--- src/rtl/dds_nco_if.sv ---
`default_nettype none
// ============================================================================
// Module      : dds_nco_if
// Description : Frequency-word update handshake between the frequency
//               selector (master) and the NCO (slave).
//                 fre_k   : requested frequency control word
//                 fre_ld  : one-cycle strobe, capture fre_k as pending word
//                 fre_ack : one-cycle pulse, pending word became active
//                 step    : currently active frequency word
// Revision    : 1.0  initial release
// ============================================================================
interface dds_nco_if #(
  parameter int PHASE_W = 32
);
  logic [PHASE_W-1:0] fre_k;
  logic               fre_ld;
  logic               fre_ack;
  logic [PHASE_W-1:0] step;

  modport master (output fre_k, output fre_ld, input fre_ack, input step);
  modport slave  (input fre_k, input fre_ld, output fre_ack, output step);
endinterface
`default_nettype wire

--- src/rtl/dds_nco.sv ---
`default_nettype none
// ============================================================================
// Module      : dds_nco
// Description : Numerically controlled oscillator. Phase accumulator with a
//               frequency-word update that only takes effect at phase wrap
//               (or immediately while the active step is zero), followed by a
//               3-stage quarter-wave sine/cosine lookup.
// Ports       : clk, rst        clock, synchronous active-high reset
//               i_en            accumulator advance enable
//               fre_if          frequency update handshake (slave side)
//               o_phase         accumulator value
//               o_wrap          pulse after an add that carried out
//               o_sin_out       signed sine sample
//               o_cos_out       signed cosine sample
//               o_out_valid     samples belong to an enabled accumulator cycle
// Revision    : 1.0  initial release
// ============================================================================
module dds_nco #(
  parameter int                 PHASE_W  = 32,
  parameter int                 LUT_AW   = 10,
  parameter int                 OUT_W    = 12,
  parameter logic [PHASE_W-1:0] FRE_INIT = 34360
) (
  input  wire logic                    clk,
  input  wire logic                    rst,
  input  wire logic                    i_en,
  dds_nco_if.slave                     fre_if,
  output logic        [PHASE_W-1:0]    o_phase,
  output logic                         o_wrap,
  output logic signed [OUT_W-1:0]      o_sin_out,
  output logic signed [OUT_W-1:0]      o_cos_out,
  output logic                         o_out_valid
);

  localparam int c_QW  = LUT_AW - 2;              // quarter-table address width
  localparam int c_QN  = 1 << c_QW;               // quarter-table entries
  localparam int c_AMP = (1 << (OUT_W - 1)) - 1;  // symmetric full scale
  localparam real c_PI = 3.14159265358979323846;

  // --------------------------------------------------------------------------
  // Phase accumulator and frequency-word update
  // --------------------------------------------------------------------------
  logic [PHASE_W-1:0] r_phase;
  logic [PHASE_W-1:0] r_step;
  logic [PHASE_W-1:0] r_pend;
  logic               r_pend_v;
  logic               r_wrap;
  logic               r_ack;

  logic [PHASE_W:0]   w_sum;
  logic               w_carry;
  logic               w_apply;

  assign w_sum   = {1'b0, r_phase} + {1'b0, r_step};
  assign w_carry = i_en & w_sum[PHASE_W];
  // A zero step never wraps, so it is replaced without waiting for a carry.
  assign w_apply = r_pend_v & (w_carry | (r_step == '0));

  always_ff @(posedge clk) begin
    if (rst) begin
      r_phase  <= '0;
      r_step   <= FRE_INIT;
      r_pend   <= '0;
      r_pend_v <= 1'b0;
      r_wrap   <= 1'b0;
      r_ack    <= 1'b0;
    end else begin
      r_wrap <= w_carry;
      r_ack  <= w_apply;
      if (i_en) begin
        r_phase <= w_sum[PHASE_W-1:0];   // carry cycle still uses the old step
      end
      if (w_apply) begin
        r_step   <= r_pend;
        r_pend_v <= 1'b0;
      end
      // Placed after the apply so a strobe in the apply cycle re-arms pending.
      if (fre_if.fre_ld) begin
        r_pend   <= fre_if.fre_k;
        r_pend_v <= 1'b1;
      end
    end
  end

  assign o_phase        = r_phase;
  assign o_wrap         = r_wrap;
  assign fre_if.step    = r_step;
  assign fre_if.fre_ack = r_ack;

  // --------------------------------------------------------------------------
  // Quarter-wave table, sampled at half-step offsets so the quadrant mirror
  // is exact and zero is never an entry: T[k] = round(A*sin(2pi(k+0.5)/N)).
  // --------------------------------------------------------------------------
  logic [OUT_W-2:0] w_tab [c_QN];

  generate
    for (genvar k = 0; k < c_QN; k++) begin : g_tab
      localparam real c_ANG = 2.0 * c_PI * (k + 0.5) / (4.0 * c_QN);
      assign w_tab[k] = (OUT_W-1)'($rtoi(c_AMP * $sin(c_ANG) + 0.5));
    end
  endgenerate

  // --------------------------------------------------------------------------
  // S1: table index for sine, cosine is a quarter turn ahead
  // --------------------------------------------------------------------------
  logic [LUT_AW-1:0] w_idx_s;
  logic [LUT_AW-1:0] w_idx_c;
  logic [LUT_AW-1:0] r_s1_idx_s;
  logic [LUT_AW-1:0] r_s1_idx_c;

  assign w_idx_s = r_phase[PHASE_W-1 -: LUT_AW];
  assign w_idx_c = w_idx_s + LUT_AW'(c_QN);

  // S2: mirror address in odd quadrants, remember sign for the lower half
  logic [c_QW-1:0]  w_adr_s;
  logic [c_QW-1:0]  w_adr_c;
  logic [OUT_W-2:0] r_s2_mag_s;
  logic [OUT_W-2:0] r_s2_mag_c;
  logic             r_s2_neg_s;
  logic             r_s2_neg_c;

  assign w_adr_s = r_s1_idx_s[c_QW] ? ~r_s1_idx_s[c_QW-1:0] : r_s1_idx_s[c_QW-1:0];
  assign w_adr_c = r_s1_idx_c[c_QW] ? ~r_s1_idx_c[c_QW-1:0] : r_s1_idx_c[c_QW-1:0];

  // S3: apply sign
  logic [OUT_W-1:0] w_ext_s;
  logic [OUT_W-1:0] w_ext_c;
  logic [OUT_W-1:0] r_sin;
  logic [OUT_W-1:0] r_cos;
  logic [2:0]       r_vld;

  assign w_ext_s = {1'b0, r_s2_mag_s};
  assign w_ext_c = {1'b0, r_s2_mag_c};

  always_ff @(posedge clk) begin
    if (rst) begin
      r_s1_idx_s <= '0;
      r_s1_idx_c <= '0;
      r_s2_mag_s <= '0;
      r_s2_mag_c <= '0;
      r_s2_neg_s <= 1'b0;
      r_s2_neg_c <= 1'b0;
      r_sin      <= '0;
      r_cos      <= '0;
      r_vld      <= '0;
    end else begin
      r_s1_idx_s <= w_idx_s;
      r_s1_idx_c <= w_idx_c;
      r_s2_mag_s <= w_tab[w_adr_s];
      r_s2_mag_c <= w_tab[w_adr_c];
      r_s2_neg_s <= r_s1_idx_s[LUT_AW-1];
      r_s2_neg_c <= r_s1_idx_c[LUT_AW-1];
      r_sin      <= r_s2_neg_s ? -w_ext_s : w_ext_s;
      r_cos      <= r_s2_neg_c ? -w_ext_c : w_ext_c;
      r_vld      <= {r_vld[1:0], i_en};
    end
  end

  assign o_sin_out   = r_sin;
  assign o_cos_out   = r_cos;
  assign o_out_valid = r_vld[2];

endmodule
`default_nettype wire

--- src/flat_wrapper.sv ---
// flat-port wrapper written by rule: the top's interface ports become plain ports
module dds_nco_flat 
#(
  parameter int                 PHASE_W  = 32,
  parameter int                 LUT_AW   = 10,
  parameter int                 OUT_W    = 12,
  parameter logic [PHASE_W-1:0] FRE_INIT = 34360
)
  (clk, rst, i_en, o_phase, o_wrap, o_sin_out, o_cos_out, o_out_valid, fre_if_fre_k, fre_if_fre_ld, fre_if_fre_ack, fre_if_step);
  dds_nco_if #(.PHASE_W(PHASE_W)) fre_if_i ();
  input  wire logic clk;
  input  wire logic rst;
  input  wire logic i_en;
  output logic        [PHASE_W-1:0] o_phase;
  output logic o_wrap;
  output logic signed [OUT_W-1:0] o_sin_out;
  output logic signed [OUT_W-1:0] o_cos_out;
  output logic o_out_valid;
  input wire logic [$bits(fre_if_i.fre_k)-1:0] fre_if_fre_k;
  input wire logic [$bits(fre_if_i.fre_ld)-1:0] fre_if_fre_ld;
  output wire logic [$bits(fre_if_i.fre_ack)-1:0] fre_if_fre_ack;
  output wire logic [$bits(fre_if_i.step)-1:0] fre_if_step;
  assign fre_if_i.fre_k = fre_if_fre_k;
  assign fre_if_i.fre_ld = fre_if_fre_ld;
  assign fre_if_fre_ack = fre_if_i.fre_ack;
  assign fre_if_step = fre_if_i.step;
  dds_nco #(.PHASE_W(PHASE_W), .LUT_AW(LUT_AW), .OUT_W(OUT_W), .FRE_INIT(FRE_INIT)) u_core (.clk(clk), .rst(rst), .i_en(i_en), .fre_if(fre_if_i), .o_phase(o_phase), .o_wrap(o_wrap), .o_sin_out(o_sin_out), .o_cos_out(o_cos_out), .o_out_valid(o_out_valid));
endmodule
--- config.mk ---
export PLATFORM = sky130hd
export DESIGN_NAME = dds_nco_flat
export DESIGN_NICKNAME = d
export VERILOG_FILES = /design/src/rtl/dds_nco_if.sv /design/src/rtl/dds_nco.sv /design/src/flat_wrapper.sv
export SDC_FILE = /design/constraint.sdc
export NUM_CORES = 1
export LEC_CHECK = 0
export ABC_AREA = 1
export CAP_MARGIN = 20
export CORE_MARGIN = 2
export CORE_UTILIZATION = 40
export DETAILED_ROUTE_END_ITERATION = 10
export HOLD_SLACK_MARGIN = 0.1
export SLEW_MARGIN = 5
export SYNTH_ARGS = -nofsm -noshare
export SYNTH_HDL_FRONTEND = slang
export SYNTH_SLANG_ARGS = --single-unit
--- constraint.sdc ---
create_clock -name clk -period 6.3 [get_ports clk]
set_input_delay 1.575 -clock clk [delete_from_list [all_inputs] [get_ports clk]]
set_output_delay 1.575 -clock clk [all_outputs]
set_load 0.02 [all_outputs]
==> summary.txt, run 1 <==
post-route ant nets: 0
total track usage: 29.4%
slowest cell on the critical path: nand2_2
Seq cells post-synth: 162
Area Growth Syn to Fin: 14.0%
CTS tree: yes
Syn Std Cell Area: 13400 um2
synthesized instance count: 2257
Core Util, Final: 46.6%
Peak Freq: 282 MHz
largest net degree at the start of global routing: 71
reg2reg end: u_core.r_s2_mag_s[3]
relative slew slack: 28.1%
Post CTS Setup Buffer Count: 0
post-layout min period: 3550 ps
worst path buffer plus inverter count: 2
synth top area cells: dfxtp_1 (24%), nand2_1 (18%), nand3_1 (11%)
Root Buffer: clkbuf_16
Remaining Overflow, GRT: 0
post-synth top area share: 24.2%
Multi-input gate area: 8600 um2
fillcell total: 3584
final hold vios: 0
asr flop ratio synth: 0%
Max VDD drop: 0.225 mV
clk slew on worst S/H paths: 70 ps
WP data arrival: 3850 ps
critical path, cell by cell: clkdlybuf4s50_1 -> buf_4 -> nand2_2 -> nand2_2 -> nand2_2 -> nand2_1 -> nand3_1
Syn. warnings: 0
final wirelength: 52000 um
Critical Path Start Type: input pin
first-pass GRT wire length: 81700 um
max incr delay on CP: 780 ps
ant diodes: 0
Inst Count DP: 2727
post-layout net count: 2404
post-cts sizing count: 0
vias in the first global route: 14200
vias per std cell: 5.56
Initial Util: 40.9%
Setup violations, final: 0
required time worst endpoint: 6600 ps
Main synth FF type: dfxtp_1
Final WS setup: 2750 ps
initial antenna violation count: 2
hold-fix buffers at CTS: 0
Slew @ Worst Pin: 1080 ps
max cap viols: 0
FF/Latch Area: 3240 um2
setup TNS: 0 ps
Die Height: 187 um
cell family with most CP delay: simple AND/OR/NAND/NOR gates
dpl ws: 2360 ps
Power Density: 223 nW/um2
hold path cells: 2
Finished Layout Cells: 2758
1st-iter DRT viols: 1675
CTS Buf Count: 17
CTS Buffer Depth: 2
die width: 187 um
number of synthesized flops with an enable pin: 0
reg2reg path depth: 17
Tcrit/Tclk final: 56.4%
Worst setup EP type: register
I/O pin count: 127
crit-path most repeated cell: nand2_2
Worst Skew: 13.2 ps
design area: 15200 um2
# H-tree levels: 4
Final Max Tran Viols: 0
RSZ-0062 raised after global routing: false
share of the yosys chip area belonging to registers: 24.2%
row count: 66
Hold Path End: u_core.r_vld[2]
die area: 34900 um2
CP max FO: 59
share of layout cells above drive strength 1: 4.15%
worst skew pair latency: 430 ps
# clock sinks: 162
count leader, synth: nand2_1
First-pass DRT Iterations: 7
r2r setup slk: 2900 ps
Hold Crit Start: u_core.r_vld[1]
Post-DP HPWL: 38300 um
reg-to-reg startpoint: u_core.r_s1_idx_c[1]
syn nets: 2356
top cell type by total area after synthesis: dfxtp_1
DR WL/cell: 18.8 um
Post-route DRC: 0
min-delay worst type: register to register
core area: 32700 um2
leak pwr: 7.29 nW
status: finished clean
IO buf count: 126
most common library cells after synthesis: nand2_1 (652), nand3_1 (294), inv_1 (226)
Setup CP Type: input pin to register
Synth cell types: 49
GP Congestion: 0.977
vias: 15300
dpl cell area: 14700 um2
Syn Area/Cell: 5.93 um2
worst reg2reg max path, delay by kind of cell (launching register included):
| family | cells | cell delay (ps) |
|---|---|---|
| compound gates | 1 | 290 |
| fa+ha+maj | 1 | 490 |
| buf+inv | 3 | 260 |
| flops | 1 | 700 |
| simple gates | 12 | 1550 |
registers in the layout (all words and copies together), names as in the netlist, 10 cells and up:
| name | count |
|---|---|
| u_core.fre_if.step | 32 |
| u_core.o_cos_out | 12 |
| u_core.o_phase | 32 |
| u_core.o_sin_out | 12 |
| u_core.r_pend | 32 |
| u_core.r_s1_idx_c | 10 |
| u_core.r_s2_mag_c | 11 |
| u_core.r_s2_mag_s | 11 |
metrics by stage:
| step | hold WS, ps | power (W) |
|---|---|---|
| detailed placement | 402 | 0.00236 |
| CTS | 411 | 0.00340 |
| floorplan | 388 | 0.00200 |
| finish | 406 | 0.00340 |
| global route | 438 | 0.00360 |
| global placement | 389 | 0.00237 |
cell families (layout without fill, tap and decap cells):
kind of cell / after synthesis / after routing / share of synthesized area (%)
AO/OA/AOI/OAI: 375 / 375 / 14.7
buffers and inverters: 349 / 408 / 11.6
AND/OR/NAND/NOR: 1279 / 1279 / 40.6
adder cells (fa/ha/maj): 63 / 63 / 5.95
flip-flops: 162 / 162 / 24.2
XOR/XNOR: 29 / 29 / 2.82
cell type report:
cell class / count / share of cell area (%)
inverters: 236 / 5.81
repair buffers: 142 / 9.11
well taps: 442 / 3.63
flip-flops and latches: 162 / 21.3
clock buffers: 18 / 2.81
multi-input cells: 1746 / 56.4
clock inverters: 12 / 0.968
per-layer routing:
metal  vias up  routed length, um  track usage (%)
li1       7453                  -                -
met1      6982              23400             41.4
met2       784              22600             45.3
met3       110               4310             4.95
met4         4               1710             10.2
met5         -                 22                0
report_power, final:
group          switching (W)  total, W  internal, W
Combinational       0.000829   0.00121     0.000382
Sequential         0.0000599   0.00116      0.00110
Clock               0.000443   0.00103     0.000590
Total                0.00133   0.00340      0.00207
cell usage in the layout, fill, tap and decap left out, types with 17 or more instances in the layout:
| cell | netlist | layout |
|---|---|---|
| nand2_2 | 22 | 22 |
| nor2_1 | 225 | 225 |
| ha_1 | 62 | 62 |
| inv_1 | 226 | 226 |
| clkbuf_16 | 0 | 17 |
| nand4_1 | 28 | 28 |
| nand2_1 | 652 | 652 |
| a21oi_1 | 187 | 187 |
| clkdlybuf4s50_1 | 0 | 125 |
| nor3_1 | 25 | 25 |
| nand3_1 | 294 | 294 |
| dfxtp_1 | 162 | 161 |
| o21ai_0 | 137 | 137 |
how the worst max path moves through the flow:
stage          slack (ps)  cells past startpoint  from                endpoint
2_1_floorplan        3670                      6   rst    u_core.r_s2_mag_s[8]
3_3_place_gp         2420                      7  i_en  u_core.fre_if.step[15]
3_5_place_dp         2360                      7  i_en   u_core.fre_if.step[3]
4_1_cts              2820                      7  i_en   u_core.fre_if.step[5]
5_1_grt              2560                      7  i_en   u_core.fre_if.step[3]
6_report             2750                      7  i_en   u_core.fre_if.step[5]
No activity file was read; power rests on OpenSTA's default activity.
==> inputs of run 2 (changes only) <==
Clock period 6.3 ns to 3.3 ns, I/O delays scaled along.
==> run 2 against run 1 <==
Sequential cell count is the same; register-to-register slack worse by 2600 ps; critical endpoint is now u_core.r_s2_mag_s[1]; global-route usage up 1.7 points; largest power group unchanged.
==> summary.txt, run 2 (same netlist as run 1, synthesis figures left out) <==
Remaining Overflow, GRT: 0 (unchanged)
CTS Buf Count: 17 (unchanged)
hold-fix buffers at CTS: 0 (unchanged)
I/O pin count: 127 (unchanged)
Max VDD drop: 0.430 mV (was 0.225 mV)
core area: 32700 um2 (unchanged)
die area: 34900 um2 (unchanged)
max cap viols: 0 (unchanged)
largest net degree at the start of global routing: 62 (was 71)
required time worst endpoint: 3650 ps (was 6600 ps)
Setup CP Type: register to register (was input pin to register)
total track usage: 31.1% (was 29.4%)
Hold Crit Start: u_core.r_s1_idx_s[9] (was u_core.r_vld[1])
vias: 15800 (was 15300)
Core Util, Final: 47.7% (was 46.6%)
Power Density: 432 nW/um2 (was 223 nW/um2)
Critical Path Start Type: register (was input pin)
GP Congestion: 1.01 (was 0.977)
Worst setup EP type: register (unchanged)
Final Max Tran Viols: 0 (unchanged)
Post-route DRC: 0 (unchanged)
fillcell total: 3490 (was 3584)
commonest non-fill, non-tap cell in the layout: nand2_1 (unchanged)
# H-tree levels: 4 (unchanged)
leak pwr: 7.53 nW (was 7.29 nW)
post-layout net count: 2448 (was 2404)
clock group share of total power: 31.0% (was 30.4%)
post-route ant nets: 0 (unchanged)
reg-to-reg startpoint: u_core.r_s1_idx_s[8] (was u_core.r_s1_idx_c[1])
vias per std cell: 5.65 (was 5.56)
Post CTS Setup Buffer Count: 0 (unchanged)
hold path cells: 2 (unchanged)
combinational share of power: 36.3% (was 35.6%)
first-pass GRT wire length: 85600 um (was 81700 um)
share of layout cells above drive strength 1: 6.01% (was 4.15%)
Hold Path End: u_core.r_s2_neg_s (was u_core.r_vld[2])
post-cts sizing count: 0 (unchanged)
RSZ-0062 raised after global routing: false (unchanged)
Initial Util: 40.9% (unchanged)
Finished Layout Cells: 2805 (was 2758)
Die Height: 187 um (unchanged)
CTS Buffer Depth: 2 (unchanged)
row count: 66 (unchanged)
CP max FO: 12 (was 59)
setup TNS: 0 ps (unchanged)
Slew @ Worst Pin: 923 ps (was 1080 ps)
Psw: 0.00272 W (was 0.00133 W)
reg2reg end: u_core.r_s2_mag_s[1] (was u_core.r_s2_mag_s[3])
clk slew on worst S/H paths: 70 ps (about the same)
Tcrit/Tclk final: 89.6%
1st-iter DRT viols: 2063 (was 1675)
IO buf count: 126 (unchanged)
Inst Count DP: 2772 (was 2727)
min-delay worst type: register to register (unchanged)
Seq pwr share: 32.7% (was 34.0%)
Worst Skew: 23.1 ps (was 13.2 ps)
most frequent cells in the layout: nand2_1 (652), nand3_1 (294), inv_1 (226), nor2_1 (225), a21oi_1 (187) (unchanged)
r2r setup slk: 340 ps (was 2900 ps)
First-pass DRT Iterations: 9 (was 7)
Switching Share: 40.3% (was 39.2%)
Power Total: 0.00675 W (was 0.00340 W)
initial antenna violation count: 6 (was 2)
vias in the first global route: 14800 (was 14200)
Setup violations, final: 0 (unchanged)
WP data arrival: 3310 ps (was 3850 ps)
worst skew pair latency: 450 ps (was 430 ps)
Cell Int Power: 0.00403 W (was 0.00207 W)
DR WL/cell: 19.8 um (was 18.8 um)
reg2reg path depth: 13 (was 17)
final hold vios: 0 (unchanged)
post-layout min period: 2960 ps
Peak Freq: 338 MHz
Area Growth Syn to Fin: 16.7% (was 14.0%)
CTS tree: yes (unchanged)
Post-DP HPWL: 41400 um (was 38300 um)
die width: 187 um (unchanged)
Root Buffer: clkbuf_16 (unchanged)
# clock sinks: 162 (unchanged)
relative slew slack: 38.4% (was 28.1%)
final wirelength: 55400 um (was 52000 um)
status: finished clean (unchanged)
## run 2: cell types whose count changed in the layout (fill, tap and decap cells not counted)
cell        change
buf_4          +42
clkinv_4        +5
clkinvlp_4      -3
buf_12          +2
diode_2         +2
inv_8           -2
clkbuf_1        -1
clkbuf_8        +1
clkinv_2        +1
xnor2_2         +1
xnor2_4         -1
## run 2: how the worst max path moves through the flow
stage	slack, ps	from	cells after the start	end
after floorplan	1020	u_core.fre_if.step[0]	16	u_core.fre_if.step[27]
after detailed placement	430	u_core.r_s1_idx_s[8]	13	u_core.r_s2_mag_s[1]
after global routing	190	u_core.r_s1_idx_s[8]	17	u_core.r_s2_mag_s[3]
final	340	u_core.r_s1_idx_s[8]	13	u_core.r_s2_mag_s[1]
after CTS	390	u_core.r_s1_idx_s[8]	13	u_core.r_s2_mag_s[1]
after global placement	470	u_core.r_s1_idx_s[8]	13	u_core.r_s2_mag_s[1]
## run 2: cell type report
cell class / count / area, um2 / area share (%)
Sequential cell: 162 / 3240 / 20.8
Antenna cell: 2 / 5.00 / 0.0321
Tap cell: 442 / 553 / 3.54
Multi-Input combinational cell: 1746 / 8590 / 55.0
Clock inverter: 13 / 151 / 0.970
Clock buffer: 18 / 439 / 2.81
Timing Repair Buffer: 186 / 1740 / 11.2
Inverter: 236 / 886 / 5.67
## run 2: power groups by stage
stage	Combinational [W]	Sequential (W)	Clock, W
2_1_floorplan	0.00155	0.00227	0
3_3_place_gp	0.00240	0.00225	0
3_5_place_dp	0.00236	0.00225	0
4_1_cts	0.00237	0.00221	0.00213
5_1_grt	0.00267	0.00222	0.00221
6_report	0.00245	0.00221	0.00209
## run 2: metrics by stage
| stage | area, um2 | hold WS (ps) | setup WS (ps) |
|---|---|---|---|
| 2_1_floorplan | 13400 | 388 | 1020 |
| 3_3_place_gp | 15000 | 398 | 469 |
| 3_5_place_dp | 15000 | 395 | 429 |
| 4_1_cts | 15600 | 410 | 392 |
| 5_1_grt | 15600 | 448 | 194 |
| 6_report | 15600 | 404 | 342 |
## run 2: worst max-delay path, cell delays in order, from the launching register on
cell	delay, ps
dfxtp_1	550
inv_2	170
nand2_1	90
nand2_1	190
ha_1	380
inv_1	90
nand3_1	370
nand3_1	360
nand3_1	100
nand2_1	70
nand2_1	120
nand3_1	110
nand3_1	70
a21oi_1	190
## run 2: layer usage
layer	share of wire (%)	global-route usage, %	vias to the layer above
met2	44	49.6	903
met1	43	40.8	7208
met3	9.6	6.75	170
met4	4.1	12.5	8
met5	0.10	0	-
li1	-	-	7556
